`src/rtl/seg_pkg.sv`:
```
// Shared seven-segment definitions for the display driver encoder and the capture/decode path.
// Latency: none (constants, types and pure functions only).
// Backpressure: not applicable.
package seg_pkg;

  localparam int NUM_DIGITS = 4;

  // Cathode bit positions (segment lines are active-low on the pins).
  localparam int CATH_A  = 7;
  localparam int CATH_B  = 6;
  localparam int CATH_C  = 5;
  localparam int CATH_D  = 4;
  localparam int CATH_E  = 3;
  localparam int CATH_F  = 2;
  localparam int CATH_G  = 1;
  localparam int CATH_DP = 0;

  // Active-low a..g patterns, a in the MSB, as seen on cathode[7:1].
  localparam logic [6:0] SEG_0     = 7'b0000001;
  localparam logic [6:0] SEG_1     = 7'b1001111;
  localparam logic [6:0] SEG_2     = 7'b0010010;
  localparam logic [6:0] SEG_3     = 7'b0000110;
  localparam logic [6:0] SEG_4     = 7'b1001100;
  localparam logic [6:0] SEG_5     = 7'b0100100;
  localparam logic [6:0] SEG_6     = 7'b0100000;
  localparam logic [6:0] SEG_7     = 7'b0001111;
  localparam logic [6:0] SEG_8     = 7'b0000000;
  localparam logic [6:0] SEG_9     = 7'b0000100;
  localparam logic [6:0] SEG_BLANK = 7'b1111111;

  localparam logic [3:0] CODE_BLANK = 4'hF;
  localparam logic [3:0] CODE_ERR   = 4'hE;

  // One decoded digit: {code, err, dp}.
  typedef struct packed {
    logic [3:0] code;
    logic       err;
    logic       dp;
  } digit_t;

  localparam digit_t DIGIT_BLANK = '{code: CODE_BLANK, err: 1'b0, dp: 1'b0};

  typedef enum logic {HUNT, COLLECT} frame_state_t;

  // Anode mapping: digit i is driven by anode bit i, active-high.
  function automatic logic [3:0] anode_sel(input logic [1:0] idx);
    return 4'b0001 << idx;
  endfunction

  function automatic logic anode_onehot(input logic [3:0] a);
    return (a != 4'h0) && ((a & (a - 4'd1)) == 4'h0);
  endfunction

  // Only meaningful for a one-hot anode value.
  function automatic logic [1:0] anode_index(input logic [3:0] a);
    logic [1:0] idx;
    idx = 2'd0;
    for (int i = 0; i < NUM_DIGITS; i++) begin
      if (a[i]) idx = 2'(i);
    end
    return idx;
  endfunction

endpackage

```
`src/rtl/seg_pattern_decode.sv`:
```
// Decodes an active-low cathode pattern back to a BCD/blank/error code plus decimal point.
// Latency: purely combinational.
// Backpressure: none.
module seg_pattern_decode
  import seg_pkg::*;
(
  input  logic [7:0] cathode,
  output digit_t     digit
);

  // Pattern lookup; anything not in the table is reported as an error code
  always_comb begin
    digit.code = CODE_ERR;
    digit.err  = 1'b1;
    digit.dp   = ~cathode[CATH_DP];
    case (cathode[CATH_A:CATH_G])
      SEG_0:     begin digit.code = 4'd0;       digit.err = 1'b0; end
      SEG_1:     begin digit.code = 4'd1;       digit.err = 1'b0; end
      SEG_2:     begin digit.code = 4'd2;       digit.err = 1'b0; end
      SEG_3:     begin digit.code = 4'd3;       digit.err = 1'b0; end
      SEG_4:     begin digit.code = 4'd4;       digit.err = 1'b0; end
      SEG_5:     begin digit.code = 4'd5;       digit.err = 1'b0; end
      SEG_6:     begin digit.code = 4'd6;       digit.err = 1'b0; end
      SEG_7:     begin digit.code = 4'd7;       digit.err = 1'b0; end
      SEG_8:     begin digit.code = 4'd8;       digit.err = 1'b0; end
      SEG_9:     begin digit.code = 4'd9;       digit.err = 1'b0; end
      SEG_BLANK: begin digit.code = CODE_BLANK; digit.err = 1'b0; end
      default:   ;
    endcase
  end

endmodule

```
`src/rtl/seg_scan_capture.sv`:
```
// Captures stable digit phases from the multiplexed display bus and assembles 4-digit frames.
// Latency: capture STABLE_CYCLES-1 edges after a phase is first sampled; frame outputs one edge later.
// Backpressure: none; the bus is sampled every cycle and results are one-cycle pulses.
module seg_scan_capture
  import seg_pkg::*;
#(
  parameter int STABLE_CYCLES = 4
)(
  input  logic        clk,
  input  logic        rst_n,
  input  logic [3:0]  anode,
  input  logic [7:0]  cathode,
  output logic [15:0] digits,
  output logic [3:0]  dp,
  output logic [3:0]  digit_err,
  output logic        frame_valid,
  output logic        seq_err
);

  localparam logic [7:0] STABLE_MAX  = 8'(STABLE_CYCLES);
  localparam logic [7:0] STABLE_LAST = 8'(STABLE_CYCLES - 1);

  logic [3:0]   s_anode;
  logic [7:0]   s_cathode;
  logic [7:0]   count;
  logic         cap_vld;
  logic         same;
  logic         cap_onehot;
  logic [1:0]   cap_idx;
  digit_t       cur_digit;
  digit_t       shadow [3];

  frame_state_t state, state_nxt;
  logic [1:0]   exp, exp_nxt;
  logic         store, commit, seq_nxt;

  assign same = (anode == s_anode) && (cathode == s_cathode);

  // Input stage and saturating stability counter; cap_vld marks the edge the count reached STABLE_CYCLES
  always_ff @(posedge clk or negedge rst_n) begin
    if (!rst_n) begin
      s_anode   <= 4'h0;
      s_cathode <= 8'hFF;
      count     <= 8'd0;
      cap_vld   <= 1'b0;
    end else begin
      s_anode   <= anode;
      s_cathode <= cathode;
      cap_vld   <= 1'b0;
      if (anode == 4'h0) begin
        count <= 8'd0;
      end else if (!same) begin
        count <= 8'd1;
      end else if (count != STABLE_MAX) begin
        count   <= count + 8'd1;
        cap_vld <= (count == STABLE_LAST);
      end
    end
  end

  // While cap_vld is high the input registers still hold the captured phase
  assign cap_onehot = anode_onehot(s_anode);
  assign cap_idx    = anode_index(s_anode);

  seg_pattern_decode u_decode (
    .cathode (s_cathode),
    .digit   (cur_digit)
  );

  // Frame state register
  always_ff @(posedge clk or negedge rst_n) begin
    if (!rst_n) begin
      state <= HUNT;
      exp   <= 2'd0;
    end else begin
      state <= state_nxt;
      exp   <= exp_nxt;
    end
  end

  // Frame sequencing: hunt for digit 0, then collect 1..3 in order, discarding on any disorder
  always_comb begin
    state_nxt = state;
    exp_nxt   = exp;
    store     = 1'b0;
    commit    = 1'b0;
    seq_nxt   = 1'b0;
    if (cap_vld) begin
      if (!cap_onehot) begin
        if (state == COLLECT) begin
          seq_nxt   = 1'b1;
          state_nxt = HUNT;
          exp_nxt   = 2'd0;
        end
      end else begin
        case (state)
          HUNT: begin
            if (cap_idx == 2'd0) begin
              store     = 1'b1;
              exp_nxt   = 2'd1;
              state_nxt = COLLECT;
            end
          end
          COLLECT: begin
            if (cap_idx == exp) begin
              store = 1'b1;
              if (exp == 2'd3) begin
                commit    = 1'b1;
                state_nxt = HUNT;
                exp_nxt   = 2'd0;
              end else begin
                exp_nxt = exp + 2'd1;
              end
            end else begin
              seq_nxt = 1'b1;
              if (cap_idx == 2'd0) begin
                store   = 1'b1;
                exp_nxt = 2'd1;
              end else begin
                state_nxt = HUNT;
                exp_nxt   = 2'd0;
              end
            end
          end
          default: begin
            state_nxt = HUNT;
            exp_nxt   = 2'd0;
          end
        endcase
      end
    end
  end

  // Shadow holds digits 0..2 of the frame in progress; digit 3 commits straight from the decoder
  always_ff @(posedge clk or negedge rst_n) begin
    if (!rst_n) begin
      for (int i = 0; i < 3; i++) shadow[i] <= DIGIT_BLANK;
      digits      <= 16'hFFFF;
      dp          <= 4'h0;
      digit_err   <= 4'h0;
      frame_valid <= 1'b0;
      seq_err     <= 1'b0;
    end else begin
      frame_valid <= commit;
      seq_err     <= seq_nxt;
      for (int i = 0; i < 3; i++) begin
        if (store && (cap_idx == 2'(i))) shadow[i] <= cur_digit;
      end
      if (commit) begin
        for (int i = 0; i < 3; i++) begin
          digits[4*i +: 4] <= shadow[i].code;
          dp[i]            <= shadow[i].dp;
          digit_err[i]     <= shadow[i].err;
        end
        digits[15:12] <= cur_digit.code;
        dp[3]         <= cur_digit.dp;
        digit_err[3]  <= cur_digit.err;
      end
    end
  end

endmodule

```
`config.mk`:
```
export PLATFORM = sky130hd
export DESIGN_NAME = seg_scan_capture
export DESIGN_NICKNAME = d
export VERILOG_FILES = /design/src/rtl/seg_pkg.sv /design/src/rtl/seg_pattern_decode.sv /design/src/rtl/seg_scan_capture.sv
export SDC_FILE = /design/constraint.sdc
export NUM_CORES = 1
export LEC_CHECK = 0
export BUFFER_PORTS_ARGS = -buffer_cell sky130_fd_sc_hd__buf_2
export CAP_MARGIN = 20
export CORE_ASPECT_RATIO = 1.75
export CORE_UTILIZATION = 58
export DETAILED_ROUTE_END_ITERATION = 8
export PLACE_DENSITY = 0.77
export SLEW_MARGIN = 20
export SYNTH_ARGS = -nofsm -noshare
export SYNTH_HDL_FRONTEND = slang
export SYNTH_SLANG_ARGS = --single-unit
```
`constraint.sdc`:
```
create_clock -name clk -period 2.65 [get_ports clk]
set_input_delay 0.265 -clock clk [delete_from_list [all_inputs] [get_ports clk]]
set_output_delay 0.265 -clock clk [all_outputs]
set_load 0.02 [all_outputs]
```
* Word-level counts from Yosys, hierarchy flattened
Index checks and enable logic that the tools add are counted.
** Word-level totals
- Word-level logic and storage cells :: 94
- Output and inout port bits :: 26
- Bits in registers :: 68
- Input bits :: 14
** Cells by class
- Add/subtract/negate cells :: 3
- Bitwise gates (word level) :: 3
- Equality and inequality tests :: 20
- Multiplexer cells :: 36
- Reductions and logical operators :: 12
** Operators with widths (count)
- 5-bit case mux with 11 select lines :: 1
- 8-bit 2-to-1 mux :: 3
- 1-bit 2-to-1 mux :: 22
- 7-bit equality test, second input constant :: 3
- 7-bit by 3-bit equality test with 1-bit output, second input constant :: 2
- 7-bit by 6-bit equality test with 1-bit output, second input constant :: 2
- 2-bit 2-to-1 mux :: 7
- 8-bit by 1-bit adder with 8-bit output, second input constant :: 1
- 8-bit by 2-bit equality test with 1-bit output, second input constant :: 1
- 8-bit equality test :: 1
- 4-bit logical NOT :: 2
- 8-bit by 3-bit inequality test with 1-bit output, second input constant :: 1
- 7-bit by 1-bit equality test with 1-bit output, second input constant :: 1
- 7-bit by 4-bit equality test with 1-bit output, second input constant :: 1
- 7-bit by 5-bit equality test with 1-bit output, second input constant :: 1
- 7-bit logical NOT :: 1
- 1-bit logical AND :: 5
- 4-bit AND :: 1
- 2-bit equality test, second input constant :: 2
- 4-bit equality test :: 1
- 1-bit case mux with 2 select lines :: 2
- 2-bit case mux with 2 select lines :: 1
- 4-bit nonzero test :: 1
- 4-bit by 1-bit subtractor with 4-bit output, second input constant :: 1
- 9 further kinds :: 10

* Depth between registers and ports, before layout
Gate-level depths: netlist of run 1.
- Depth after elaboration :: 10
- Mapped depth :: 8
- Mapped depth without buffers :: 6

* Cells and area by module
From an unflattened synthesis of run 1, not the netlist that was laid out.
** Second synthesis, totals
- Cell total of the unflattened synthesis :: 256
- Area total of the unflattened synthesis :: 3330.7 um^2
** Modules (own cells, without submodules)
- seg_scan_capture :: seq. area each 1746.7 um^2, cells each 214, times used 1, area each 3036.7 um^2
- seg_pattern_decode :: seq. area each 0.0 um^2, cells each 42, times used 1, area each 294.0 um^2

* Worst setup path after synthesis of run 1
No wires, ideal clock.
- Kind :: register to register
- Start point :: reg exp[0]
- End point :: reg digit_err[3]
- Cell stages (with the launch flop) :: 8
- Buffers on the path :: 3
- Library setup time :: 0.128 ns
- Clock period less this slack :: 2.021 ns
- Arrival time :: 1.894 ns
- Setup slack :: 0.629 ns
- Required time :: 2.522 ns
- Cells stage by stage :: dfrtp_1 > buf_6 > or3_4 > nor4b_2 > o31a_1 > buf_6 > buf_8 > mux2_1
** Between the ends
- Longest elaborated chain between the ends :: 6
- Elaborated cells between the ends (all ways) :: 7
- Classes of those cells :: eq/ne (2); mux (5)
** RTL lines
- start, declared :: RTL line seg_scan_capture.sv:34 : logic [1:0] exp, exp_nxt;
- start signal, assigned :: RTL line seg_scan_capture.sv:77 : exp <= exp_nxt;
- 2-bit equality test :: RTL line seg_scan_capture.sv:107 : if (exp == 2'd3) begin
- 1-bit 2-to-1 mux :: RTL line seg_scan_capture.sv:107
- 1-bit 2-to-1 mux (*) :: RTL line seg_scan_capture.sv:105 : if (cap_idx == exp) begin
- 1-bit 2-to-1 mux (*) :: RTL line seg_scan_capture.sv:96 : case (state)
- 1-bit 2-to-1 mux (*) :: RTL line seg_scan_capture.sv:89 : if (!cap_onehot) begin
- 1-bit 2-to-1 mux (*) :: RTL line seg_scan_capture.sv:88 : if (cap_vld) begin
- named net commit :: RTL line seg_scan_capture.sv:35 : logic store, commit, seq_nxt;
- end signal, assigned by index :: RTL line seg_scan_capture.sv:153 : digit_err[i] <= shadow[i].err;
- end signal, assigned :: RTL line seg_scan_capture.sv:157 : digit_err[3] <= cur_digit.err;
- end, declared :: RTL line seg_scan_capture.sv:15 : output logic [3:0] digit_err,
The timed path passes the listed nets; every way through them passes the cells marked *.
A chain may end at the register's enable or synchronous reset.

* Final worst setup path of run 1
- Start point :: reg s_cathode[7]
- End point :: reg shadow[3] (netlist bit)
** Between the ends
- Longest elaborated chain between the ends :: 2
- Elaborated cells between the ends (all ways) :: 12
- Classes of those cells :: eq/ne (10); mux (1); reduce/logical (1)
** RTL lines
- start, declared :: RTL line seg_scan_capture.sv:24 : logic [7:0] s_cathode;
- start signal, assigned :: RTL line seg_scan_capture.sv:48 : s_cathode <= cathode;
- 7-bit equality test (tied with other cells) :: RTL line seg_pattern_decode.sv:16 : case (cathode[CATH_A:CATH_G])
- 5-bit case mux with 11 select lines (*) :: RTL line seg_pattern_decode.sv:16
- end signal, assigned by index :: RTL line seg_scan_capture.sv:147 : if (store && (cap_idx == 2'(i))) shadow[i] <= cur_digit;
- end, declared :: RTL line seg_scan_capture.sv:31 : digit_t shadow [3];
Every way passes the cells marked *; elsewhere a longest branch is shown, timed or not.

==> results of run 1 <==
==> cell usage after synthesis (all sizes together), types with 2 or more instances <==
cell / count / area share (%)
mux2i: 2 / 0.60
nand3: 8 / 1.2
dfstp: 36 / 28
nor2b: 2 / 0.38
nor4: 6 / 1.1
ha: 3 / 1.1
nor3b: 3 / 0.83
or3: 2 / 0.53
and3: 3 / 0.56
clkbuf: 3 / 0.34
xnor2: 2 / 0.53
dfrtp: 32 / 24
mux2: 34 / 13
inv: 8 / 0.90
nor3: 4 / 0.90
xor2: 17 / 4.5
nand2: 12 / 1.4
a21oi: 6 / 0.90
nand2b: 2 / 0.38
and4: 2 / 0.53
nor2: 22 / 2.5
or3b: 2 / 0.53
nor4b: 5 / 1.7
buf: 11 / 3.3
o22ai: 2 / 0.38
and4b: 3 / 0.90
o21ai: 9 / 1.4
or4bb: 2 / 0.68
nand3b: 3 / 0.68
nand4: 2 / 0.38
a311oi: 2 / 0.53
==> flip-flops by register name, indices dropped and copies added (netlist names), 2 cells and up <==
register / flops
digit_err: 4
s_cathode: 8
dp: 4
exp: 2
digits: 16
shadow: 18
count: 8
s_anode: 4
==> report_power, final <==
part           internal [W]  switching [W]   total, W
logic             0.0000378      0.0000490  0.0000868
registers           0.00106      0.0000269    0.00108
clock network      0.000532       0.000400   0.000932
total               0.00162       0.000476    0.00210
==> area by class of cell <==
| type | instances | area (um2) |
|---|---|---|
| sequential | 68 | 1750 |
| fill | 428 | 1770 |
| timing repair buffer | 44 | 260 |
| clock inverter | 6 | 88.8 |
| tap | 76 | 95.1 |
| inverter | 8 | 30.0 |
| clock buffer | 10 | 128 |
| multi-input combinational | 180 | 1430 |
==> metrics by stage <==
step	cells	hold WS, ps	util, %
finish	392	27.2	68.1
global route	392	18.1	68.1
CTS	392	7.35	68.1
detailed placement	375	345	64.0
global placement	375	336	64.0
floorplan	270	-30.6	-
==> path summary, 6_finish.rpt <==
check	start	to	slack, ps	cells past startpoint
min in group asynchronous	rst_n	dp[3]	490	2
worst min-delay path	cathode[3]	s_cathode[3]	30	1
worst min register to register	dp[1]	dp[1]	480	1
max in group asynchronous	rst_n	digits[13]	1460	3
worst max register to register	s_cathode[7]	shadow[3]	490	5
worst max-delay path	s_cathode[7]	shadow[3]	490	5
==> cells by family (layout without fill, tap and decap cells) <==
group                      after synthesis  in the layout  synth area share, %
adders and majority gates                3              3                 1.13
and+or+nand+nor                         91             91                 17.3
DFF                                     68             68                 52.6
buffers and inverters                   22             68                 4.52
xor gates and xnor gates                19             19                 5.01
AOI/OAI and AO/OA                       31             31                 6.21
muxes                                   36             36                 13.3
==> metal layers <==
layer | vias to the layer above | global-route usage [%]
li1 | 1052 | -
met1 | 1076 | 24.8
met2 | 39 | 37.3
met3 | 11 | 4.56
met4 | 0 | 11.4
met5 | - | 0
==> metrics.csv, run 1 <==
stage;metric;value;unit
global_route;number of global-route vias before repair;2098;
power_and_ir_drop;worst vdd ir;0.000372;V
status;outcome;finished clean;
die;site row count;36;
placed_design;GPL Wtd Cong;0.875;
placed_design;DP Area;3550;um2
worst_setup_path;cell family contributing the most delay on the critical path;simple AND/OR/NAND/NOR gates;
die;initial core utilization;60.0;%
worst_setup_path;required time of the critical path;2920;ps
min_path;min-delay worst type;primary input to flip-flop;
detailed_routing;top routing layer used;met4;
sta;Slew @ Worst Pin;684;ps
synth;Post-Syn Instances;270;
detailed_routing;Final ANT Viol Nets;0;
detailed_routing;drt initial violations;85;
sta;Rel. slew slack;54.4;%
worst_setup_path;Crit. End Element;flip-flop;
clocking;Num CTS Buffers;9;
die;Die Ht;102;um
detailed_routing;met3 wire len;155;um
placed_design;dpl ws;527;ps
synth;Ys Warns;0;
synth;Primary FF master, synth;dfstp_2;
die;Die X;59.2;um
global_route;GRT Resource Usage Total;21.7;%
worst_setup_path;Startpoint Class;flip-flop;
final_layout;Final #Nets;328;
global_route;initial antenna violation count;0;
clocking;H-tree depth;3;
worst_setup_path;crit path kind;flip-flop to flip-flop;
synth;Mean Syn Cell Area;12.3;um2
synth;Unique masters post-synth;63;
sta;Final Hold Fails;0;
detailed_routing;M1 WL;2410;um
sta;Fin Clk Skew;7.26;ps
final_layout;ratio of cells with drive above 1 in the final layout;41.5;%
die;Core ar.;5540;um2
clocking;largest buffer count on any clock path;2;
synth;Post-Syn Nets;287;
clocking;clk sinks;68;
clocking;CTS clk-pin slew, worst paths;70;ps
sta;Tcrit/Tclk final;81.5;%
clocking;Worst-Skew Late Latency;340;ps
worst_setup_path;crit path buf inv count;0;
synth;EDFF count, synth;0;
worst_setup_path;CP Max Fanout;11;
clocking;post_cts resized;0;
power_and_ir_drop;Power Dens Cells;557;nW/um2
synth;Seq/Total Area, Yosys;52.6;%
final_layout;most common cell after layout, fill and taps aside;buf_2;
power_and_ir_drop;Tot Pwr;0.00210;W
detailed_routing;Pre-antenna DRT Iters;4;
worst_setup_path;Critical Path, Cell by Cell;and4_1 > and4_1 > nor4bb_1 > or4_4 > mux2_2;
global_route;largest net degree at the start of global routing;40;
placed_design;post-DP HPWL;4260;um
sta;# setup viols final;0;
worst_setup_path;CP max stage delay;660;ps
sta;f_max;463;MHz
global_route;first-pass GRT wire length;9640;um
synth;synthesis-stage register bit count;68;
final_layout;leading cell types in the layout, fill and taps excluded;buf_2, dfstp_2, dfrtp_1;
die;Die ar.;6050;um2
worst_setup_path;Worst path most repeated cell;and4_1;
placed_design;Port Buffer Count;39;
worst_setup_path;Critical-path top delay cell;dfstp_2;
power_and_ir_drop;Leak Pwr;1.70;nW
die;io pins;40;
detailed_routing;met2 WL post-DR;3190;um
worst_setup_path;CP Data Arrival Time;2430;ps
clocking;clk root buf;clkbuf_8;
detailed_routing;Via density;5.56;
run;number of max-cap violations;0;
synth;Mapped Area;3320;um2
clocking;post-CTS setup buffer count;0;
sta;total negative slack;0;ps
final_layout;synth-to-layout area growth;13.6;%
detailed_routing;DRC viols;0;
detailed_routing;WL/cell;15.1;um
detailed_routing;final wirelength;5910;um
sta;Final WS setup;491;ps
synth;Async S/R FF share, synth;100;%
final_layout;ANT cells;0;
final_layout;Final Instance Area;3770;um2
clocking;CTS Hold Bufs;1;
sta;Tmin final;2160;ps
clocking;CTS tree;yes;
sta;RSZ-0062 raised after global routing;no;
global_route;total congestion overflow;0;
detailed_routing;vias;2178;
sta;fin. max-slew vios;0;
Note: power is estimated with default switching activity, not from simulation.
==> run 2, diff against run 1 <==
CORE_UTILIZATION = 52   (was 58)
PLACE_DENSITY = 0.72   (was 0.77)
clock period = 1.86 ns   (was 2.65 ns; I/O delays follow)
==> metrics.csv, run 2 (same netlist as run 1, synthesis figures left out) <==
stage;metric;value;unit
status;outcome;finished, violations left;
status;failing checks;setup timing;
sta;Tcrit/Tclk final;106;%
sta;Rel. slew slack;66.7;%
die;Die Ht;108;um
worst_setup_path;crit path buf inv count;0;
power_and_ir_drop;Power Dens Cells;650;nW/um2
detailed_routing;drt initial violations;108;
power_and_ir_drop;clock share of power;38.0;%
sta;Slew @ Worst Pin;499;ps
global_route;total congestion overflow;0;
power_and_ir_drop;Flop pwr share;54.2;%
final_layout;most common cell after layout, fill and taps aside;buf_2;
detailed_routing;top routing layer used;met4;
worst_setup_path;Crit. End Element;flip-flop;
final_layout;leading cell types in the layout, fill and taps excluded;buf_2, dfstp_2, buf_4;
die;Die ar.;6730;um2
die;Core ar.;6180;um2
detailed_routing;M1 WL;2810;um
power_and_ir_drop;Comb pwr share;7.8;%
final_layout;ANT cells;0;
worst_setup_path;required time of the critical path;2140;ps
die;io pins;40;
placed_design;dpl ws;-177;ps
sta;fin. max-slew vios;0;
worst_setup_path;Critical Path, Cell by Cell;nor3b_4 > o211ai_1 > nor4bb_2 > or4_4 > mux2_2;
clocking;Num CTS Buffers;9;
final_layout;biggest regs;shadow: 18 flops, digits: 16 flops;
detailed_routing;Via density;5.44;
clocking;CTS clk-pin slew, worst paths;70;ps
sta;Final Hold Fails;0;
worst_setup_path;CP max stage delay;610;ps
final_layout;synth-to-layout area growth;30.8;%
global_route;largest net degree at the start of global routing;22;
power_and_ir_drop;switching power;0.000693;W
detailed_routing;met2 WL post-DR;3980;um
worst_setup_path;Startpoint Class;flip-flop;
detailed_routing;met3 wire len;180;um
detailed_routing;Pre-antenna DRT Iters;4;
die;initial core utilization;53.8;%
detailed_routing;final wirelength;7160;um
die;Die X;62.4;um
final_layout;Non-Filler Instances;441;
sta;Final WS setup;-112;ps
final_layout;ratio of cells with drive above 1 in the final layout;52.1;%
placed_design;post-DP HPWL;4790;um
final_layout;Top reg by flops;shadow;
power_and_ir_drop;internal power;0.00213;W
worst_setup_path;CP Data Arrival Time;2260;ps
sta;Tmin final;1970;ps
placed_design;GPL Wtd Cong;0.849;
detailed_routing;DRC viols;0;
placed_design;placed insts;406;
worst_setup_path;crit path kind;flip-flop to flip-flop;
detailed_routing;Final ANT Viol Nets;0;
sta;# setup viols final;33;
clocking;clk sinks;68;
clocking;CTS tree;yes;
worst_setup_path;cell family contributing the most delay on the critical path;simple AND/OR/NAND/NOR gates;
worst_setup_path;CP Max Fanout;7;
min_path;min-delay worst type;primary input to asynchronous set/reset pin;
power_and_ir_drop;worst vdd ir;0.000562;V
final_layout;Largest register FFs;18;
global_route;initial antenna violation count;0;
global_route;number of global-route vias before repair;2396;
clocking;H-tree depth;3;
placed_design;Port Buffer Count;39;
power_and_ir_drop;Leak Pwr;1.95;nW
clocking;largest buffer count on any clock path;2;
detailed_routing;WL/cell;16.2;um
final_layout;Final #Nets;373;
clocking;clk root buf;clkbuf_8;
sta;f_max;507;MHz
global_route;GRT Resource Usage Total;22.3;%
power_and_ir_drop;switch share;24.6;%
sta;RSZ-0062 raised after global routing;yes;
clocking;Worst-Skew Late Latency;350;ps
global_route;first-pass GRT wire length;11400;um
worst_setup_path;Critical-path top delay cell;dfstp_2;
run;number of max-cap violations;0;
detailed_routing;vias;2401;
sta;Fin Clk Skew;9.20;ps
die;site row count;38;
[run 2: cell types whose count changed in the layout (fill, tap and decap cells not counted), moves of 6 or more]
| cell | previous run | this run |
|---|---|---|
| buf_4 | 2 | 31 |
| dlygate4sd3_1 | 1 | 12 |
| mux2_1 | 6 | 0 |
| mux2_2 | 18 | 9 |
| mux2_4 | 10 | 25 |
[run 2: worst reg2reg max path, stage by stage, from the launching register on]
cell      delay (ps)
dfstp_2          610
nor3b_4          260
o211ai_1         130
nor4bb_2         190
or4_4            430
mux2_2           270
[run 2: stage by stage]
step | TNS [ps] | hold slack [ps] | cell area (um2) | total power (W) | utilization (%)
floorplan | -1590 | -110 | 3350 | 0.00163 | -
finish | -1780 | 117 | 4350 | 0.00282 | 70.3
global placement | -1260 | 308 | 3790 | 0.00172 | 61.4
global route | -4370 | 156 | 4350 | 0.00293 | 70.3
detailed placement | -2880 | 310 | 3790 | 0.00173 | 61.4
CTS | -2070 | 121 | 4190 | 0.00283 | 67.8
[run 2: what timing repair did]
action                                  4_1_cts  5_1_grt
cloned                                        1        1
hold buffers                                 12        0
endpoints found under the setup margin       43       50
pin swaps                                     6       10
setup buffers                                 5        2
gates resized for setup                      13       22
hold endpoints to repair                     12        0
[run 2: final timing paths]
check,from,cells past startpoint,slack (ps),to
worst min-delay path,rst_n,1,120,shadow[11]
min in group clk,shadow[8],2,490,shadow[8]
worst max-delay path,s_cathode[6],5,-110,shadow[9]
max in group asynchronous,rst_n,2,1440,s_cathode[0]
worst max register to register,s_cathode[6],5,-110,shadow[9]
worst min register to register,shadow[8],2,490,shadow[8]
[run 2: routing by layer]
metal  track usage [%]  vias up
met5                 0        -
met4              14.1        0
met3              3.92       22
met2              39.9       51
met1              23.9     1183
li1                  -     1145
[run 2: layout make-up]
class / instances / area, um2
clock buffer: 12 / 145
clock inverter: 4 / 25.0
fill: 441 / 1840
inverter: 8 / 30.0
multi-input combinational: 180 / 1610
sequential: 68 / 1750
tap: 80 / 100
timing repair buffer: 89 / 683
[run 2: power groups by stage]
stage / Sequential [W] / Clock [W] / Combinational [W]
3_3_place_gp: 0.00155 / 0 / 0.000174
6_report: 0.00153 / 0.00107 / 0.000220
2_1_floorplan: 0.00154 / 0 / 0.0000874
3_5_place_dp: 0.00155 / 0 / 0.000177
4_1_cts: 0.00153 / 0.00110 / 0.000204
5_1_grt: 0.00153 / 0.00116 / 0.000241
==> run 3, diff against run 2 <==
GPL_TIMING_DRIVEN = 0   (was default)
==> metrics.csv, run 3 (same netlist as run 1, synthesis figures left out) <==
stage;metric;value;unit
status;outcome;finished, violations left;
status;failing checks;setup timing;
worst_setup_path;CP Max Fanout;7;
clocking;clk sinks;68;
final_layout;most common cell after layout, fill and taps aside;buf_2;
die;Core ar.;6180;um2
placed_design;Port Buffer Count;39;
worst_setup_path;required time of the critical path;2130;ps
sta;Tmin final;2080;ps
worst_setup_path;Startpoint Class;flip-flop;
sta;# setup viols final;35;
power_and_ir_drop;Leak Pwr;1.98;nW
global_route;GRT Resource Usage Total;21.5;%
sta;fin. max-slew vios;0;
clocking;CTS tree;yes;
global_route;first-pass GRT wire length;11100;um
final_layout;final core utilization;71.9;%
power_and_ir_drop;worst vdd ir;0.000510;V
sta;Rel. slew slack;56.7;%
die;Die X;62.4;um
power_and_ir_drop;Tot Pwr;0.00300;W
sta;Final Hold Fails;0;
sta;f_max;482;MHz
worst_setup_path;Crit. End Element;flip-flop;
detailed_routing;WL/cell;16.0;um
final_layout;fill cell count;431;
worst_setup_path;worst reg2reg startpoint;s_cathode[2];
global_route;total congestion overflow;0;
placed_design;post-DP HPWL;4540;um
min_path;min-delay worst type;primary input to asynchronous set/reset pin;
sta;Tcrit/Tclk final;112;%
clocking;Worst-Skew Late Latency;340;ps
final_layout;synth-to-layout area growth;33.7;%
sta;Slew @ Worst Pin;646;ps
clocking;clk root buf;clkbuf_8;
power_and_ir_drop;Power Dens Cells;675;nW/um2
worst_setup_path;crit path kind;flip-flop to flip-flop;
final_layout;biggest regs;shadow: 18 flops, digits: 16 flops;
clocking;H-tree depth;3;
sta;Fin Clk Skew;8.53;ps
worst_setup_path;cells on worst reg2reg path;6;
final_layout;Largest register FFs;18;
placed_design;dpl ws;-276;ps
detailed_routing;final wirelength;7050;um
placed_design;GPL Wtd Cong;0.819;
die;Die ar.;6730;um2
final_layout;Final #Nets;373;
final_layout;ANT cells;0;
clocking;largest buffer count on any clock path;2;
run;number of max-cap violations;0;
detailed_routing;vias;2416;
sta;Final WS setup;-217;ps
global_route;initial antenna violation count;0;
sta;total negative slack;-5150;ps
detailed_routing;drt initial violations;116;
detailed_routing;Via density;5.48;
clocking;Num CTS Buffers;9;
worst_setup_path;CP Data Arrival Time;2350;ps
worst_setup_path;end of the worst register-to-register path;shadow[9];
die;initial core utilization;53.8;%
die;Die Ht;108;um
die;io pins;40;
detailed_routing;Final ANT Viol Nets;0;
final_layout;Top reg by flops;shadow;
global_route;number of global-route vias before repair;2429;
detailed_routing;DRC viols;0;
global_route;largest net degree at the start of global routing;41;
sta;WHS;306;ps
die;site row count;38;
sta;RSZ-0062 raised after global routing;yes;
clocking;CTS clk-pin slew, worst paths;70;ps
detailed_routing;Pre-antenna DRT Iters;5;
final_layout;leading cell types in the layout, fill and taps excluded;buf_2, dfstp_2, dfrtp_1;
worst_setup_path;reg-to-reg setup timing slack;-220;ps
final_layout;ratio of cells with drive above 1 in the final layout;52.9;%
run 3: cell types whose count changed in the layout (fill, tap and decap cells not counted), sizes merged:
cell         change
bufinv           +1
dlygate4sd3      +1
clkbuf           +1
clkinvlp         -1
buf              -2
run 3: worst max-delay path, stage by stage, from the launching register on:
cell,delay (ps)
dfstp_2,370
buf_6,120
nor3_2,410
o211ai_1,180
nor4bb_4,200
or4_4,440
mux2_2,280
run 3: stage by stage:
| step | std cells | area (um2) |
|---|---|---|
| after detailed placement | 390 | 3670 |
| after global routing | 441 | 4440 |
| after floorplan | 270 | 3350 |
| after CTS | 435 | 4280 |
| final | 441 | 4440 |
| after global placement | 389 | 3650 |
run 3: final cells by class:
type	instances	area (um2)	area share [%]
sequential	68	1750	39.3
multi-input combinational	180	1680	37.8
timing repair buffer	77	556	12.5
clock buffer	12	155	3.49
buffer	12	129	2.90
tap	80	100	2.25
clock inverter	4	47.5	1.07
inverter	8	30.0	0.676
run 3: power by group:
part	total [W]	internal (W)	switching, W
Clock	0.00123	0.000688	0.000538
Combinational	0.000251	0.000123	0.000127
Sequential	0.00152	0.00150	0.0000203
run 3: per-layer routing:
metal	up-vias	GRT usage (%)	share of wire, %
met5	-	0	0
met4	0	10.5	2.0
met3	14	3.60	2.3
met2	48	39.0	56
met1	1207	23.9	40
li1	1147	-	-
run 3: how the worst max path moves through the flow:
stage | from | end | slack [ps] | cells past startpoint
3_3_place_gp | exp[0] | dp[0] | -200 | 7
5_1_grt | s_anode[3] | dp[3] | -300 | 7
2_1_floorplan | s_anode[1] | digit_err[0] | -120 | 7
3_5_place_dp | s_anode[1] | dp[1] | -280 | 7
6_report | s_cathode[2] | shadow[9] | -220 | 6
4_1_cts | s_anode[1] | digit_err[0] | -180 | 7
run 3: timing repair:
| item | in CTS | in global routing |
|---|---|---|
| hold endpoints to repair | 30 | 0 |
| setup endpoints to repair | 48 | 49 |
| hold buffers | 13 | 0 |
| pin swaps | 6 | 15 |
| gates resized for setup | 27 | 24 |
| setup buffers | 18 | 6 |
